## config.mk

```make
export PLATFORM = sky130hd
export DESIGN_NAME = lifo_arbiter
export DESIGN_NICKNAME = d
export VERILOG_FILES = /design/src/rtl/lifo_arbiter.sv
export SDC_FILE = /design/constraint.sdc
export NUM_CORES = 1
export LEC_CHECK = 0
export CELL_PAD_IN_SITES_DETAIL_PLACEMENT = 2
export CELL_PAD_IN_SITES_GLOBAL_PLACEMENT = 2
export CORE_MARGIN = 10
export CORE_UTILIZATION = 26
export CTS_CLUSTER_SIZE = 24
export DETAILED_ROUTE_END_ITERATION = 10
export PLACE_DENSITY_LB_ADDON = 0.1
export SYNTH_ARGS = -nofsm -noshare
export SYNTH_HDL_FRONTEND = slang
export SYNTH_SLANG_ARGS = --single-unit
```

## constraint.sdc

```tcl
create_clock -name Clk -period 1.8 [get_ports Clk]
set_input_delay 0.36 -clock Clk [delete_from_list [all_inputs] [get_ports Clk]]
set_output_delay 0.36 -clock Clk [all_outputs]
set_load 0.03 [all_outputs]
```

## src/rtl/lifo_arbiter.sv

```systemverilog
// rtl/lifo_arbiter.sv - two-client push/pop arbiter and sequencer for a shared LIFO stack
// Optional: LIFO_ARB_FIXED_PRIO_EN makes client 0 always win ties (no last-served pointer).
module lifo_arbiter #(
  parameter int DW    = 4,
  parameter int DEPTH = 4,
  localparam int CW   = $clog2(DEPTH + 1)
) (
  input  logic          Clk,
  input  logic          Rst,
  input  logic          req0,
  input  logic          req1,
  input  logic          rw0,
  input  logic          rw1,
  input  logic [DW-1:0] din0,
  input  logic [DW-1:0] din1,
  output logic          gnt0,
  output logic          gnt1,
  output logic          ack0,
  output logic          ack1,
  output logic          err0,
  output logic          err1,
  output logic [DW-1:0] dout,
  output logic          stk_en,
  output logic          stk_rst,
  output logic          stk_rw,
  output logic [DW-1:0] stk_din,
  input  logic [DW-1:0] stk_dout,
  output logic [CW-1:0] count
);

  typedef enum logic [1:0] {INIT, IDLE, ISSUE, RESP} state_t;

  state_t        state;
  logic          sel;
  logic          sel_rw;
  logic          sel_err;
  logic          pick;
  logic          pick_rw;
  logic [DW-1:0] pick_din;
  logic          illegal;

`ifndef LIFO_ARB_FIXED_PRIO_EN
  logic          last;
`endif

  always_comb begin
`ifdef LIFO_ARB_FIXED_PRIO_EN
    pick = !req0;
`else
    pick = req1 && (!req0 || !last);
`endif
    pick_rw  = pick ? rw1 : rw0;
    pick_din = pick ? din1 : din0;
    illegal  = pick_rw ? (count == '0) : (count == CW'(DEPTH));
  end

  // The stack presents pop data on the edge that ends ISSUE, so it is passed through during RESP.
  assign dout = ((ack0 || ack1) && sel_rw && !sel_err) ? stk_dout : '0;

  always_ff @(posedge Clk or posedge Rst) begin
    if (Rst) begin
      state   <= INIT;
      count   <= '0;
      sel     <= 1'b0;
      sel_rw  <= 1'b0;
      sel_err <= 1'b0;
      gnt0    <= 1'b0;
      gnt1    <= 1'b0;
      ack0    <= 1'b0;
      ack1    <= 1'b0;
      err0    <= 1'b0;
      err1    <= 1'b0;
      stk_en  <= 1'b0;
      stk_rst <= 1'b0;
      stk_rw  <= 1'b0;
      stk_din <= '0;
`ifndef LIFO_ARB_FIXED_PRIO_EN
      last    <= 1'b1;
`endif
    end else begin
      gnt0    <= 1'b0;
      gnt1    <= 1'b0;
      ack0    <= 1'b0;
      ack1    <= 1'b0;
      err0    <= 1'b0;
      err1    <= 1'b0;
      stk_en  <= 1'b0;
      stk_rst <= 1'b0;
      stk_rw  <= 1'b0;
      stk_din <= '0;
      case (state)
        INIT: begin
          // Outputs are registered: raise the flush pulse once, then leave when it has been seen.
          if (!stk_rst) begin
            stk_en  <= 1'b1;
            stk_rst <= 1'b1;
            count   <= '0;
          end else begin
            state <= IDLE;
          end
        end
        IDLE: begin
          if (req0 || req1) begin
            sel     <= pick;
            sel_rw  <= pick_rw;
            sel_err <= illegal;
            if (illegal) begin
              state <= RESP;
              ack0  <= !pick;
              ack1  <= pick;
              err0  <= !pick;
              err1  <= pick;
            end else begin
              state   <= ISSUE;
              gnt0    <= !pick;
              gnt1    <= pick;
              stk_en  <= 1'b1;
              stk_rw  <= pick_rw;
              stk_din <= pick_din;
            end
          end
        end
        ISSUE: begin
          state <= RESP;
          count <= sel_rw ? count - CW'(1) : count + CW'(1);
          ack0  <= !sel;
          ack1  <= sel;
        end
        RESP: begin
          state <= IDLE;
`ifndef LIFO_ARB_FIXED_PRIO_EN
          last  <= sel;
`endif
        end
        default: state <= INIT;
      endcase
    end
  end

endmodule

```

=== Word level (Yosys, flattened, before mapping) ===
Cells that the tools add are included.

* $add $sub $neg: 2
* Multiplexer cells: 36
* Reductions and logical operators: 17
* Equal/unequal tests: 7

{| class="wikitable"
|+ Operator list
! cell !! count
|-
| $mux 1 || 22
|-
| $mux 4 || 5
|-
| $pmux 2 s4 || 1
|-
| $mux 3 || 2
|-
| $ne 2x2->1 const B || 3
|-
| $pmux 1 s2 || 3
|-
| $pmux 3 s2 || 1
|-
| $reduce_and 2->1 || 3
|-
| $logic_not 1->1 || 5
|-
| $eq 2x2->1 const B || 2
|-
| $mux 2 || 2
|-
| $add 3x1->3 const B || 1
|-
| $eq 3x3->1 const B || 1
|-
| $logic_and 1x1->1 || 3
|-
| $logic_not 3->1 || 1
|-
| $logic_or 1x1->1 || 3
|-
| $sub 3x1->3 const B || 1
|-
| $eq 2x1->1 const B || 1
|-
| $logic_not 2->1 || 1
|-
| $reduce_bool 2->1 || 1
|}

* Input port bits: 18
* Output and inout port bits: 20
* Register bits after elaboration: 22
* Logic and storage cells: 78

=== Depth between registers and ports, before layout ===
Gate-level depths: netlist of the first run.

* Depth after elaboration: 8
* Mapped depth: 6
* Gate-level depth less buffers: 6

=== Worst setup path before layout of the first run ===
Ideal clock, no wire load.

* Kind: reg2reg
* Start: register count[2]
* End: register stk_din[0]
* Library setup time: 122 ps
* Period minus slack after synthesis: 1654 ps
* Path buffers: 1
* Arrival: 1532 ps
* Path slack: 146 ps
* Cell stages (with the launch flop): 6
* Path through: dfrtp_1 -> buf_6 -> nand2b_4 -> a2111oi_4 -> nor2_2 -> a32o_1

* Word-level cells in the longest chain between the ends: 5
* Elaborated cells on any way between the ends: 6
* Classes of those cells: eq/ne: 1; mux: 4; reduce/logical: 1

{| class="wikitable"
|+ RTL lines
! what !! line !! RTL
|-
| start, declared || 28 || <nowiki>output logic [CW-1:0] count</nowiki>
|-
| start signal, assigned || 125 || <nowiki>count <= sel_rw ? count - CW'(1) : count + CW'(1);</nowiki>
|-
| $eq 3x3->1 / $logic_not 3->1 (equally long branches) || 54 || <nowiki>illegal = pick_rw ? (count == '0) : (count == CW'(DEPTH));</nowiki>
|-
| $mux 1 (*) || 54 ||
|-
| $mux 4 (*) || 107 || <nowiki>if (illegal) begin</nowiki>
|-
| $mux 4 (*) || 103 || <nowiki>if (req0 || req1) begin</nowiki>
|-
| $mux 4 (*) || 91 || <nowiki>case (state)</nowiki>
|-
| end signal, assigned || 119 || <nowiki>stk_din <= pick_din;</nowiki>
|-
| end, declared || 26 || <nowiki>output logic [DW-1:0] stk_din,</nowiki>
|}

Mark *: on every way between the ends. The rest lies on a longest branch, timed or not.
A chain may end at the register's enable or synchronous reset.

=== Final worst setup path of the first run ===
* Start: input port rw0
* End: register stk_din[2]

* Word-level cells in the longest chain between the ends: 5

{| class="wikitable"
|+ RTL lines
! what !! line !! RTL
|-
| start, declared || 12 || <nowiki>input logic rw0,</nowiki>
|-
| $mux 1 || 52 || <nowiki>pick_rw = pick ? rw1 : rw0;</nowiki>
|-
| $mux 1 || 54 ||
|-
| $mux 4 || 107 ||
|-
| $mux 4 || 103 ||
|-
| $mux 4 || 91 ||
|}

No other way between the ends.

==> flow_summary.ini, run 1 <==
[outcome]
status = finished clean

[global_route]
grt_pass1_vias = 1054
grt_max_degree = 23
antenna_found_initial = 0
grt_pass1_wl_um = 5290
grt_usage = 0.0892
grt_overflow = 0

[placed_design]
hpwl_um = 2600
dpl.cell_count = 197
portBuffers = 37
gp_congestion = 0.734

[die]
dieArea_sq_mm = 0.00712
io-pin-count = 38
core-area_sq_mm = 0.00400
rows = 23
start_util = 0.269
die_w_um = 84.4
fp.dieH_um = 84.4

[sta]
finalCritPeriodShare = 0.947
fmax_ghz = 0.586
rsz0062_at_grt = false
hold_violations = 0
slew_viol_final = 0
timing.slew.headroom = 0.738
fin_worst_skew_ns = 0.00356
period_minus_slack_ns = 1.71
worst_pin_slew_ns = 0.393
setup_viol = 0

[yosys]
ys_seq_elements = 22
synth_cells = 101
synthesis.area_sq_mm = 0.00108
ys_top_cells_by_area = dfrtp_1 49%, nand2_1 5.2%, a32o_1 4.6%
netlist.area_leader.share = 0.488
synth_area_per_cell_sq_um = 10.7
ys_types = 30
yosys_warnings = 0
synth_top_area_cell = dfrtp_1
syn_nets = 124
yosysSeqAreaShare = 0.512

[drt]
drt_pass1_iterations = 2
routed_wl_um = 3150
via_per_inst = 4.67
wire_per_inst_um = 15.7
num_vias = 938
drt_iter0_markers = 21
postRouteAntennaNets = 0
drcViolationCount = 0

[clock_tree]
clkSlewWorstSetupHoldPaths_ns = 0.08
clkSinkCount = 22
cts_setup_buffers = 0
clockRootBuffer = clkbuf_8
clock_path_buffers = 2
cts_buffers = 3
htreeDepth = 1
cts_resized = 3
insertion_delay_ns = 0.26
cts_tree = yes
ctsHoldBuffers = 0

[hold_path]
min_path_type = input port to asynchronous set/reset pin

[power_and_ir_drop]
power.total_mw = 2.50
peakVddDrop_mv = 0.613
power_density_mw_per_mm2 = 1550
p_leak_nw = 0.749
p_comb_frac = 0.524
seq_power_share = 0.333
clock_power_share = 0.143
switching_power_mw = 1.07
p_sw_frac = 0.425
internal_power_mw = 1.44

[final_layout]
top_register = stk_din
finalNonFillerCells = 201
final_nets = 175
drive_gt1_frac = 0.152
syn2layout_area_growth_pct = 49.9
largestRegisters = stk_din: 4 flops, count: 3 flops, state: 2 flops
final_cell_mix = 30 x clkdlybuf4s50_1, 21 x dfrtp_1, 15 x nand2_1
mostFrequentLayoutCell = clkdlybuf4s50_1
largest_register_ffs = 4
antenna_cells = 0

[worst_setup_path]
end_kind = flop
worstPathRequired_ns = 1.96
critPathLaunchType = input port
crit_arrival_ns = 1.86
r2r_cells = 4
critPathKind = input port to flop
cp_max_fo = 9

[job]
maxCapViolations = 0
-- per-layer routing --
metal / global-route usage / routed length [um] / up-vias
li1: - / - / 444
met1: 0.101 / 1350 / 465
met2: 0.156 / 1570 / 27
met3: 0.0319 / 204 / 2
met4: 0.0225 / 25 / 0
met5: 0 / 0 / -
-- through the flow --
step / setup TNS [ns] / util / hold slack [ns] / worst slack (ns) / cell area (sq um)
floorplan: 0 / - / 0.348 / 0.146 / 1080
global placement: -0.850 / 0.391 / 0.466 / -0.144 / 1560
detailed placement: -1.30 / 0.391 / 0.478 / -0.194 / 1560
CTS: 0 / 0.404 / 0.444 / 0.0706 / 1620
global route: 0 / 0.404 / 0.456 / 0.0336 / 1620
finish: 0 / 0.404 / 0.432 / 0.0950 / 1620
-- cell type report --
| type | count | area (sq um) |
|---|---|---|
| well taps | 50 | 62.6 |
| multi-input cells | 69 | 480 |
| clock buffers | 4 | 55.1 |
| fillers | 439 | 2380 |
| flip-flops and latches | 22 | 552 |
| inverters | 9 | 33.8 |
| repair buffers | 47 | 432 |
-- power groups by stage --
| stage | combinational (mW) | sequential [mW] | clock (mW) |
|---|---|---|---|
| finish | 1.31 | 0.833 | 0.359 |
| global route | 1.45 | 0.869 | 0.401 |
| CTS | 1.35 | 0.841 | 0.369 |
| detailed placement | 1.36 | 0.851 | 0 |
| global placement | 1.32 | 0.839 | 0 |
| floorplan | 0.621 | 1.02 | 0 |
-- cell families after synthesis --
logic type	share of synthesized area
and+or+nand+nor	0.173
AOI/OAI and AO/OA	0.164
xor gates and xnor gates	0.0163
adders and majority gates	0.0650
buffers and inverters	0.0418
DFF	0.512
muxes	0.0279
-- critical path, stage by stage --
cell             delay [ns]
clkdlybuf4s50_1        0.49
nand2b_1               0.22
a2111oi_4              0.35
nor2_2                 0.16
a32o_1                 0.27
-- cells in the mapped netlist --
cell type  instances
dfrtp_1           21
ha_1               4
o21ai_0            7
mux2i_1            3
nand2_1           15
inv_1              9
o21a_1             2
xnor2_1            1
nand2b_4           1
nand2b_1           2
fa_1               1
o211ai_1           1
a21boi_2           1
or2_1              1
nor2_2             1
xor2_1             1
nor2b_1            2
a21oi_1            2
nor3_1             4
a2111oi_4          1
a22o_1             1
and2_1             2
o22ai_1            1
nor4b_1            2
and3_1             1
buf_6              1
dfstp_2            1
a32o_1             5
o21ai_1            1
nor2_1             6
-- path summary, 6_finish.rpt --
| check | start | end | slack (ns) |
|---|---|---|---|
| max | rw0 | stk_din[2]$_DFF_PP0_ | 0.09 |
| min | Rst | stk_rw$_DFF_PP0_ | 0.43 |
| max reg2reg | count[2]$_DFFE_PP0P_ | stk_din[2]$_DFF_PP0_ | 0.18 |
| min reg2reg | sel_err$_DFFE_PP0P_ | sel_err$_DFFE_PP0P_ | 0.49 |
| max in group asynchronous | Rst | last$_DFFE_PP1N_ | 1.09 |
| min in group Clk | sel_err$_DFFE_PP0P_ | sel_err$_DFFE_PP0P_ | 0.49 |
Power figures use the tool's default switching activity.
==> inputs of run 2 (changes only) <==
--- a/config.mk
+++ b/config.mk
@@ -8,9 +8,10 @@
 export CELL_PAD_IN_SITES_DETAIL_PLACEMENT = 2
 export CELL_PAD_IN_SITES_GLOBAL_PLACEMENT = 2
 export CORE_MARGIN = 10
-export CORE_UTILIZATION = 26
+export CORE_UTILIZATION = 36
 export CTS_CLUSTER_SIZE = 24
 export DETAILED_ROUTE_END_ITERATION = 10
+export DONT_BUFFER_PORTS = 1
 export PLACE_DENSITY_LB_ADDON = 0.1
 export SYNTH_ARGS = -nofsm -noshare
 export SYNTH_HDL_FRONTEND = slang
==> flow_summary.ini, run 2 (synthesis results as in run 1) <==
[outcome]
status = finished clean

[hold_path]
min_path_type = input port to flop

[placed_design]
hpwl_um = 2350
dpl.cell_count = 141
dp_slack_ns = 0.194
gp_congestion = 0.738
portBuffers = 0

[worst_setup_path]
cp_top_family = flip-flops
critPathKind = flop to primary output
end_kind = primary output
cp_max_fo = 4
crit_path_max_incr_delay_ns = 0.51
crit_chain = o211ai_1 > buf_4 > nor2_2 > buf_6
worstPathRequired_ns = 1.44
slowest_stage = dfrtp_2
crit_arrival_ns = 1.40
critPathLaunchType = flop
cp.buffers_inverters = 2

[sta]
slew_viol_final = 0
fmax_ghz = 0.567
setup_viol = 0
holdWs_ns = 0.168
setup_tns_ns = 0
timing.slew.headroom = 0.613
fin_worst_skew_ns = 0.00141
worst_pin_slew_ns = 0.576
finalCritPeriodShare = 0.980
hold_violations = 0
rsz0062_at_grt = true
setup_ws_ns = 0.0362
period_minus_slack_ns = 1.76

[global_route]
grt_max_degree = 15
grt_pass1_wl_um = 4910
grt_usage = 0.114
grt_overflow = 0
antenna_found_initial = 0
grt_pass1_vias = 944

[final_layout]
finalNonFillerCells = 147
drive_gt1_frac = 0.233
largestRegisters = stk_din: 4 flops, count: 3 flops, state: 2 flops
syn2layout_area_growth_pct = 18.7
final_nets = 140
final_cell_mix = 18 x dfrtp_1, 15 x nand2_1, 9 x inv_1
largest_register_ffs = 4
antenna_cells = 0
mostFrequentLayoutCell = dfrtp_1
top_register = stk_din

[clock_tree]
htreeDepth = 1
clock_path_buffers = 2
clockRootBuffer = clkbuf_4
clkSlewWorstSetupHoldPaths_ns = 0.13
cts_buffers = 3
clkSinkCount = 22
cts_tree = yes
insertion_delay_ns = 0.31

[power_and_ir_drop]
peakVddDrop_mv = 0.798
p_leak_nw = 0.603
power_density_mw_per_mm2 = 1830
power.total_mw = 2.33
switching_power_mw = 1.05
p_comb_frac = 0.396
p_sw_frac = 0.448
internal_power_mw = 1.29
clock_power_share = 0.164
seq_power_share = 0.440

[die]
core-area_sq_mm = 0.00281
start_util = 0.384
rows = 19
dieArea_sq_mm = 0.00558
fp.dieH_um = 74.7
die_w_um = 74.7
io-pin-count = 38

[drt]
routed_wl_um = 2970
wire_per_inst_um = 20.2
drt_iter0_markers = 30
via_per_inst = 5.46
num_vias = 803
postRouteAntennaNets = 0
drt_pass1_iterations = 2
drcViolationCount = 0

[job]
maxCapViolations = 0
==> run 2: changes by cell type in the layout (fill, tap and decap cells not counted), moves of 4 or more <==
cell	before	now
nor2_1	6	2
buf_6	0	4
nor2_2	1	5
clkdlybuf4s50_1	30	0
clkbuf_8	4	0
buf_4	14	7
==> run 2: path summary, 6_finish.rpt <==
check | start | end | slack (ns) | cells past startpoint
max | ack1$_DFF_PP0_ | dout[2] | 0.04 | 4
min | din1[1] | stk_din[1]$_DFF_PP0_ | 0.17 | 1
max reg2reg | state[0]$_DFFE_PP0P_ | state[0]$_DFFE_PP0P_ | 0.20 | 7
min reg2reg | sel_err$_DFFE_PP0P_ | sel_err$_DFFE_PP0P_ | 0.50 | 2
max in group asynchronous | Rst | ack1$_DFF_PP0_ | 0.72 | 3
min in group asynchronous | Rst | gnt0$_DFF_PP0_ | 0.53 | 2
==> run 2: area by class of cell <==
class                   instances  area (sq um)
inverters                       9          33.8
fillers                       314          1530
multi-input cells              69           490
clock inverters                 1          30.0
clock buffers                   3          22.5
repair buffers                 12           108
well taps                      31          38.8
flip-flops and latches         22           556
==> run 2: metal layers <==
| layer | track usage | up-vias | part of all wire |
|---|---|---|---|
| met1 | 0.136 | 393 | 0.40 |
| met2 | 0.186 | 28 | 0.50 |
| met5 | 0 | - | 0 |
| met4 | 0.0378 | 0 | 0.012 |
| li1 | - | 377 | - |
| met3 | 0.0434 | 5 | 0.088 |
==> run 2: timing repair <==
| action | CTS | global route |
|---|---|---|
| resized for setup | 1 | 10 |
| endpoints found under the hold margin | 12 | 0 |
| pin swaps | 1 | 1 |
| endpoints found under the setup margin | 4 | 4 |
| buffers inserted | 1 | 0 |
| hold buffers | 1 | 0 |
==> run 2: power by group through the flow <==
stage                     registers (mW)  clock network [mW]  logic, mW
after floorplan                     1.02                   0      0.621
after global placement              1.03                   0      0.868
after detailed placement            1.04                   0      0.915
after CTS                           1.03               0.394      0.931
after global routing                1.07               0.416       1.08
final                               1.03               0.383      0.924
==> run 2: per-stage QoR <==
stage	util	area [sq um]
after floorplan	-	1080
after global placement	0.421	1180
after detailed placement	0.421	1180
after CTS	0.446	1250
after global routing	0.456	1280
final	0.456	1280
==> inputs of run 3 (changes only) <==
--- a/config.mk
+++ b/config.mk
@@ -5,10 +5,11 @@
 export SDC_FILE = /design/constraint.sdc
 export NUM_CORES = 1
 export LEC_CHECK = 0
+export ABC_AREA = 1
 export CELL_PAD_IN_SITES_DETAIL_PLACEMENT = 2
 export CELL_PAD_IN_SITES_GLOBAL_PLACEMENT = 2
 export CORE_MARGIN = 10
-export CORE_UTILIZATION = 36
+export CORE_UTILIZATION = 35
 export CTS_CLUSTER_SIZE = 24
 export DETAILED_ROUTE_END_ITERATION = 10
 export DONT_BUFFER_PORTS = 1
==> flow_summary.ini, run 3 <==
[die]
core-area_sq_mm = 0.00300
rows = 20
io-pin-count = 38
dieArea_sq_mm = 0.00571
start_util = 0.360
fp.dieH_um = 75.6
die_w_um = 75.6

[drt]
wl_met1_um = 1180
via_per_inst = 5.17
postRouteAntennaNets = 0
wire_per_inst_um = 18.2
num_vias = 859
drt_iter0_markers = 28
top_layer = met4
drcViolationCount = 0
routed-wl-met3_um = 258
drt_pass1_iterations = 4
met2_length_um = 1520
routed_wl_um = 3010

[worst_setup_path]
cpMostUsedCell = nor2_1
end_kind = primary output
crit_chain = inv_1 > nor2_1 > o21ai_1 > nor2_1 > buf_4
critPathLaunchType = flop
crit_arrival_ns = 1.30
cp_max_fo = 4
worstPathRequired_ns = 1.44
slowest_stage = dfrtp_1
critPathKind = flop to primary output
crit_path_max_incr_delay_ns = 0.42

[placed_design]
portBuffers = 0
dp_slack_ns = 0.286
placed_cell_area_sq_mm = 0.00119
hpwl_um = 2490
gp_congestion = 0.762

[yosys]
ys_seq_elements = 22
ys_types = 22
ys_top_cells_by_count = 28 x inv_1, 21 x dfrtp_1, 14 x nand2_1, 12 x nor2_1, 7 x a21oi_1
ys_top_cells_by_area = dfrtp_1 49%, inv_1 9.7%, nand2_1 4.9%
synth-main-ff-cell = dfrtp_1
syn_nets = 142
synth_top_area_cell = dfrtp_1
async_flop_share = 1.00
yosysSeqAreaShare = 0.510
yosysMostFrequentCell = inv_1
synthesis.area_sq_mm = 0.00108
synth_cells = 119
synth_edf_count = 0
yosys_warnings = 0
netlist.area_leader.share = 0.486
synth_area_per_cell_sq_um = 9.08

[global_route]
antenna_found_initial = 0
grt_usage = 0.116
grt_overflow = 0
grt_max_degree = 13
grt_pass1_wl_um = 4930
grt_pass1_vias = 980

[clock_tree]
clkSlewWorstSetupHoldPaths_ns = 0.13
htreeDepth = 1
clockRootBuffer = clkbuf_4
cts_tree = yes
insertion_delay_ns = 0.32
clock_path_buffers = 2
cts_buffers = 3
cts_setup_buffers = 0
clkSinkCount = 22

[sta]
timing.slew.headroom = 0.735
setup_tns_ns = 0
setup_ws_ns = 0.141
rsz0062_at_grt = false
worst_pin_slew_ns = 0.397
fmax_ghz = 0.603
slew_viol_final = 0
period_minus_slack_ns = 1.66
fin_worst_skew_ns = 0.00748
setup_viol = 0
finalCritPeriodShare = 0.922
hold_violations = 0

[final_layout]
largest_register_ffs = 4
antenna_cells = 0
syn2layout_area_growth_pct = 14.4
largestRegisters = stk_din: 4 flops, count: 3 flops, state: 2 flops
top_register = stk_din
mostFrequentLayoutCell = inv_1
final_cell_mix = 28 x inv_1, 21 x dfrtp_1, 14 x nand2_1
drive_gt1_frac = 0.180
multi_input_area_sq_um = 424
final_nets = 157
seqCellArea_sq_um = 552
fin_area_sq_mm = 0.00124
nFillCells = 321

[job]
maxCapViolations = 0

[power_and_ir_drop]
power.total_mw = 2.22
p_leak_nw = 0.665
power_density_mw_per_mm2 = 1800
peakVddDrop_mv = 0.490

[outcome]
status = finished clean

[hold_path]
min_path_type = input port to flop
-- run 3: changes by cell type after synthesis, sizes merged, moves of 5 or more --
| cell | change |
|---|---|
| a21oi | +6 |
| inv | +19 |
| a32o | -5 |
| nor2 | +6 |
| nand3 | +9 |
-- run 3: routing by layer --
| metal | global-route usage | vias to the layer above |
|---|---|---|
| li1 | - | 400 |
| met1 | 0.127 | 427 |
| met2 | 0.195 | 27 |
| met3 | 0.0456 | 5 |
| met4 | 0.0495 | 0 |
| met5 | 0 | - |
-- run 3: layout make-up --
cell class / count / area share
sequential: 22 / 0.446
multi-input combinational: 69 / 0.343
inverter: 28 / 0.0850
timing repair buffer: 10 / 0.0628
tap: 33 / 0.0334
clock buffer: 4 / 0.0294
-- run 3: logic make-up after synthesis --
| family | after synthesis | synth area share |
|---|---|---|
| buf+inv | 28 | 0.0972 |
| compound gates | 20 | 0.110 |
| flops | 22 | 0.510 |
| simple gates | 43 | 0.209 |
| xor+xnor | 1 | 0.00810 |
| fa+ha+maj | 5 | 0.0648 |
-- run 3: what timing repair did --
| action | CTS | global route |
|---|---|---|
| gates resized for setup | 0 | 1 |
| hold buffers | 1 | 0 |
| endpoints found under the hold margin | 9 | 0 |
| endpoints found under the setup margin | 0 | 4 |
-- run 3: final timing paths --
check / from / endpoint / slack (ns) / cells past startpoint
max in group asynchronous: Rst / ack0$_DFF_PP0_ / 0.84 / 3
min reg2reg: sel_err$_DFFE_PP0P_ / sel_err$_DFFE_PP0P_ / 0.51 / 1
max reg2reg: state[1]$_DFFE_PP0P_ / stk_din[2]$_DFF_PP0_ / 0.28 / 6
min in group asynchronous: Rst / stk_din[1]$_DFF_PP0_ / 0.44 / 2
min: din0[1] / stk_din[1]$_DFF_PP0_ / 0.15 / 2
max: sel_rw$_DFFE_PP0P_ / dout[3] / 0.14 / 5
-- run 3: worst max-delay path, delay by kind of cell (launching register included) --
family / cells / cell delay (ns)
compound gates: 1 / 0.12
buf+inv: 2 / 0.25
flops: 1 / 0.42
simple gates: 2 / 0.21
-- run 3: power by group --
group,switching [mW],internal [mW],total [mW]
Clock,0.160,0.124,0.284
Combinational,0.625,0.328,0.953
Sequential,0.299,0.687,0.986
-- run 3: stage by stage --
| stage | hold slack, ns | utilization | cells |
|---|---|---|---|
| 2_1_floorplan | 0.348 | - | 119 |
| 3_3_place_gp | 0.257 | 0.396 | 161 |
| 3_5_place_dp | 0.263 | 0.396 | 161 |
| 4_1_cts | 0.141 | 0.412 | 166 |
| 5_1_grt | 0.156 | 0.412 | 166 |
| 6_report | 0.147 | 0.412 | 166 |
